--- src/rtl/digit_serial_adder_pkg.sv ---
// Shared definitions for digit_serial_adder: FSM state encoding and
// elaboration-time parameter helpers.
package digit_serial_adder_pkg;

   typedef enum logic [1:0] {
      IDLE = 2'd0,
      RUN  = 2'd1,
      DONE = 2'd2
   } state_t;

   // Legal when CHUNK is 1..WIDTH and divides WIDTH exactly.
   function automatic bit cfg_ok(int unsigned width, int unsigned chunk);
      return (chunk >= 1) && (chunk <= width) && ((width % chunk) == 0);
   endfunction

   function automatic int unsigned cnt_width(int unsigned n);
      return (n <= 1) ? 1 : $clog2(n);
   endfunction

endpackage

--- src/rtl/digit_serial_adder_chunk_adder.sv ---
// CHUNK-bit ripple-carry slice built from single-bit full-adder cells.
// c_msb is the carry into the top cell, used for signed overflow.
module chunk_adder #(
   parameter int unsigned CHUNK = 4
) (
   input  logic [CHUNK-1:0] x,
   input  logic [CHUNK-1:0] y,
   input  logic             ci,
   output logic [CHUNK-1:0] s,
   output logic             co,
   output logic             c_msb
);

   logic [CHUNK:0] c;

   assign c[0] = ci;

   for (genvar i = 0; i < CHUNK; i++) begin : g_fa
      assign s[i]   = x[i] ^ y[i] ^ c[i];
      assign c[i+1] = (x[i] & y[i]) | (c[i] & (x[i] ^ y[i]));
   end

   assign co    = c[CHUNK];
   assign c_msb = c[CHUNK-1];

endmodule

--- src/rtl/digit_serial_adder.sv ---
// Multi-cycle adder: WIDTH-bit operands added CHUNK bits per clock.
// Define SUB_EN to add the sub port (A + ~B + 1 per operation).
module digit_serial_adder
   import digit_serial_adder_pkg::*;
#(
   parameter int unsigned WIDTH = 16,
   parameter int unsigned CHUNK = 4
) (
   input  logic             clk,
   input  logic             rst,
   input  logic             start,
   input  logic [WIDTH-1:0] a,
   input  logic [WIDTH-1:0] b,
   input  logic             cin,
`ifdef SUB_EN
   input  logic             sub,
`endif
   output logic             busy,
   output logic             done,
   output logic [WIDTH-1:0] sum,
   output logic             cout,
   output logic             ovf
);

   localparam int unsigned N  = WIDTH / CHUNK;
   localparam int unsigned CW = cnt_width(N);
   localparam logic [CW-1:0] LAST = CW'(N - 1);

   if (!cfg_ok(WIDTH, CHUNK)) begin : g_bad_cfg
      $error("digit_serial_adder: WIDTH must be a non-zero multiple of CHUNK");
   end

   state_t           state_q, state_d;
   logic [CW-1:0]    cnt_q;
   logic [WIDTH-1:0] a_sh, b_sh;
   logic             carry_q;
   logic             load, step, finish;

   logic [WIDTH-1:0] b_in;
   logic             carry_in;

`ifdef SUB_EN
   assign b_in     = sub ? ~b : b;
   assign carry_in = sub ? 1'b1 : cin;
`else
   assign b_in     = b;
   assign carry_in = cin;
`endif

   logic [CHUNK-1:0] ch_s;
   logic             ch_co, ch_cmsb;
   logic [WIDTH-1:0] r_next;

   chunk_adder #(.CHUNK(CHUNK)) u_chunk (
      .x     (a_sh[CHUNK-1:0]),
      .y     (b_sh[CHUNK-1:0]),
      .ci    (carry_q),
      .s     (ch_s),
      .co    (ch_co),
      .c_msb (ch_cmsb)
   );

   // Partial results enter from the top; only the WIDTH-CHUNK bits still
   // needed by later chunks are kept, so the single-chunk case has no store.
   if (N > 1) begin : g_acc
      logic [WIDTH-CHUNK-1:0] acc;
      always_ff @(posedge clk or posedge rst) begin
         if (rst)       acc <= '0;
         else if (step) acc <= r_next[WIDTH-1:CHUNK];
      end
      assign r_next = {ch_s, acc};
   end else begin : g_noacc
      assign r_next = ch_s;
   end

   always_comb begin
      state_d = state_q;
      load    = 1'b0;
      step    = 1'b0;
      finish  = 1'b0;
      case (state_q)
         IDLE: begin
            if (start) begin
               load    = 1'b1;
               state_d = RUN;
            end
         end
         RUN: begin
            step = 1'b1;
            if (cnt_q == LAST) begin
               finish  = 1'b1;
               state_d = DONE;
            end
         end
         DONE: begin
            if (start) begin
               load    = 1'b1;
               state_d = RUN;
            end else begin
               state_d = IDLE;
            end
         end
         default: state_d = IDLE;
      endcase
   end

   always_ff @(posedge clk or posedge rst) begin
      if (rst) begin
         state_q <= IDLE;
         cnt_q   <= '0;
         a_sh    <= '0;
         b_sh    <= '0;
         carry_q <= 1'b0;
         sum     <= '0;
         cout    <= 1'b0;
         ovf     <= 1'b0;
      end else begin
         state_q <= state_d;
         if (load) begin
            cnt_q   <= '0;
            a_sh    <= a;
            b_sh    <= b_in;
            carry_q <= carry_in;
         end else if (step) begin
            cnt_q   <= cnt_q + 1'b1;
            a_sh    <= a_sh >> CHUNK;
            b_sh    <= b_sh >> CHUNK;
            carry_q <= ch_co;
         end
         if (finish) begin
            sum  <= r_next;
            cout <= ch_co;
            ovf  <= ch_co ^ ch_cmsb;
         end
      end
   end

   assign busy = (state_q == RUN);
   assign done = (state_q == DONE);

endmodule

--- config.mk ---
export PLATFORM = sky130hd
export DESIGN_NAME = digit_serial_adder
export DESIGN_NICKNAME = d
export VERILOG_FILES = /design/src/rtl/digit_serial_adder_pkg.sv /design/src/rtl/digit_serial_adder_chunk_adder.sv /design/src/rtl/digit_serial_adder.sv
export SDC_FILE = /design/constraint.sdc
export NUM_CORES = 1
export LEC_CHECK = 0
export ABC_AREA = 1
export CAP_MARGIN = 40
export CELL_PAD_IN_SITES_DETAIL_PLACEMENT = 0
export CELL_PAD_IN_SITES_GLOBAL_PLACEMENT = 1
export CORE_MARGIN = 4
export CORE_UTILIZATION = 35
export DETAILED_ROUTE_END_ITERATION = 12
export GPL_ROUTABILITY_DRIVEN = 1
export GPL_TIMING_DRIVEN = 0
export PLACE_DENSITY = 0.78
export SLEW_MARGIN = 20
export SYNTH_ARGS = -nofsm -noshare
export SYNTH_HDL_FRONTEND = slang
export SYNTH_SLANG_ARGS = --single-unit
--- constraint.sdc ---
create_clock -name clk -period 3.1 [get_ports clk]
set_input_delay 0.62 -clock clk [delete_from_list [all_inputs] [get_ports clk]]
set_output_delay 0.62 -clock clk [all_outputs]
set_load 0.05 [all_outputs]
==> results of run 1 <==
## cell families (layout without fill, tap and decap cells)
group / after synthesis / count (layout) / synth area share (%)
DFF: 67 / 67 / 53.6
adders and majority gates: 5 / 5 / 2.96
buffers and inverters: 74 / 144 / 11.0
AOI/OAI and AO/OA: 31 / 31 / 6.52
xor gates and xnor gates: 1 / 1 / 0.280
and+or+nand+nor: 193 / 193 / 25.7
## layer usage
layer / share of wire [%] / vias up / global-route usage (%)
met5: 0 / - / 0
met4: 1.8 / 0 / 4.84
met3: 5.0 / 12 / 4.06
met2: 47 / 51 / 22.3
met1: 46 / 1126 / 18.9
li1: - / 1248 / -
## worst max-delay path: cells and delay by family (launching register included)
family	cells	cell delay, ns
and+or+nand+nor	1	0.19
DFF	1	0.37
buffers and inverters	3	1.19
## cell type report
type | instances | share of cell area (%)
inverters | 58 | 5.61
repair buffers | 55 | 14.2
flip-flops and latches | 67 | 41.8
plain buffers | 16 | 2.99
clock buffers | 9 | 3.09
clock inverters | 6 | 1.43
well taps | 108 | 3.37
multi-input cells | 230 | 27.6
## flip-flops by register name, summed over array words and instances, names as in the netlist
name	count
g_acc.acc	12
cout	1
cnt_q	2
state_q	2
a_sh	16
carry_q	1
ovf	1
b_sh	16
sum	16
## synthesized netlist by cell type (all sizes together)
cell / instances
dfrtp: 67
fa: 4
nor2: 13
inv: 58
o21ai: 30
a21oi: 1
nand3: 30
clkbuf: 3
ha: 1
nand2: 150
xnor2: 1
buf: 13
## worst max-delay path by stage
stage / from / endpoint / slack [ns] / depth (start not counted)
2_1_floorplan: rst / a_sh[0]$_DFFE_PP0P_ / 0.80 / 1
3_3_place_gp: rst / b_sh[8]$_DFFE_PP0P_ / -0.39 / 2
3_5_place_dp: state_q[0]$_DFFE_PP0P_ / done / 0.73 / 4
4_1_cts: state_q[0]$_DFFE_PP0P_ / done / 0.35 / 4
5_1_grt: state_q[0]$_DFFE_PP0P_ / done / 0.25 / 4
6_report: state_q[0]$_DFFE_PP0P_ / done / 0.38 / 4
## report_power, final
| group | switching (mW) | internal [mW] |
|---|---|---|
| logic | 1.40 | 0.789 |
| registers | 0.211 | 1.28 |
| clock network | 0.328 | 0.361 |
| total | 1.94 | 2.43 |
## per-stage QoR
step | instances | worst slack [ns] | power (mW)
after global routing | 549 | 0.254 | 4.80
final | 549 | 0.376 | 4.37
after detailed placement | 534 | 0.732 | 3.75
after global placement | 533 | -0.386 | 3.70
after CTS | 549 | 0.346 | 4.45
after floorplan | 371 | 0.797 | 3.11
==> flow_summary_export.csv, run 1 <==
group,metric,value,unit
final_layout,fin_area,0.00401,sq mm
final_layout,final_common_cell,"nand2_1",
die,die_y,103,um
critical_path,cp-start-kind,"register",
place,io_buffers,54,
critical_path,critPathRequiredTime,2.48,ns
final_layout,layout_common_cells,"146 x nand2_1, 67 x dfrtp_1, 54 x inv_1, 54 x clkdlybuf4s50_1, 30 x nand3_1",
cts,cts.sinks,67,
drt,vias_per_cell,4.44,
synth,synth_cell_type_count,20,
synth,ys_warn_count,0,
die,die-area,0.0105,sq mm
final_layout,layout.nets,478,
final_layout,drive_above_1_share,11.8,%
drt,drcViolationCount,0,
die,core-area,0.00872,sq mm
final_layout,n_antenna_cell,0,
synth,synth-seq-cells,67,
place,placed_cell_area,0.00383,sq mm
cts,cts_tree,"yes",
critical_path,crit_chain,"buf_6, clkbuf_1, nor2_1, clkdlybuf4s50_1",
final_layout,fill_cells,899,
synth,syn-num-nets,412,
final_layout,final_util,46.0,%
critical_path,critPathMaxStageDelay,0.82,ns
global_routing,grt_max_degree,53,
cts,htreeDepth,3,
synth,yosysTopAreaCellShare,53.6,%
cts,clk_pin_slew,0.07,ns
critical_path,rr_worst_depth,8,
critical_path,timing.rr.start,"a_sh[0]$_DFFE_PP0P_",
drt,vias,2437,
place,place_congestion,0.721,
cts,root_buffer,"clkbuf_8",
cts,hold_buffers,0,
critical_path,crit_type,"reg2out",
drt,drt_iter0_drc,91,
global_routing,grt_overflow_total,0,
sta,setup_violations,0,
sta,period_share,87.9,%
sta,hold_viol,0,
sta,min_period,2.72,ns
sta,tightest_slew,0.501,ns
critical_path,crit_slowest_cell,"clkdlybuf4s50_1",
critical_path,rrSetupSlack,0.84,ns
final_layout,area_growth_syn_to_layout,28.4,%
cts,worst_skew_pair.late_latency,0.35,ns
flow_run,max_cap_violations,0,
sta,tns,0,ns
global_routing,grt_pass1_vias,2424,
cts,clock_path_buffers,2,
die,die_x,103,um
synth,yosysSeqAreaShare,53.6,%
critical_path,endpoint_kind,"output pin",
synth,synth_cells,371,
critical_path,arrival,2.10,ns
final_layout,regArea,0.00168,sq mm
sta,slew_headroom,66.5,%
hold_path,min_from,"b_sh[13]$_DFFE_PP0P_",
run_status,run_status,"complete, no violations",
drt,avgRoutedWirePerCell,12.1,um
sta,finClkSkew,0.0102,ns
die,io_pins,56,
die,initial_utilization,35.9,%
cts,numCtsBuffers,9,
die,rows,34,
drt,antenna_left,0,
synth,synth_top_area_cell,"dfrtp_1",
sta,max_freq,367,MHz
drt,dr.pass1.iters,4,
drt,totalWireLength,6650,um
power_and_ir_drop,leakagePower,2.07,nW
final_layout,multi_input_area,0.00111,sq mm
place,hpwl,4880,um
critical_path,rr_endpoint,"g_acc.acc[11]$_DFFE_PP0P_",
global_routing,grt_pass1_wl,11500,um
synth,synth_area_leaders,"dfrtp_1 54%, nand2_1 18%, inv_1 6.6%",
sta,holdWs,0.477,ns
hold_path,hold_depth,2,
cts,cts.repair_timing.setup_buffer_count,0,
power_and_ir_drop,peakVddDrop,0.302,mV
hold_path,min_path_type,"reg2reg",
synth,netlist_area,0.00313,sq mm
global_routing,antenna_found_initial,0,
global_routing,grt_usage,14.2,%
cts,ctsResizeCount,0,
hold_path,hold-path-endpoint,"b_sh[13]$_DFFE_PP0P_",
sta,final_max_slew_viol_count,0,
synth,avgSynthCellArea,8.43,sq um
power_and_ir_drop,power.density,1090,mW/mm^2
sta,rsz0062_at_grt,"false",
critical_path,path_max_fanout,10,
Power figures use the tool's default switching activity.
==> run 2: changes to the inputs <==
- CAP_MARGIN: 40 -> 30
==> results of run 2 <==
Same layout as run 1: the final DEF is identical, and so are final timing and power.
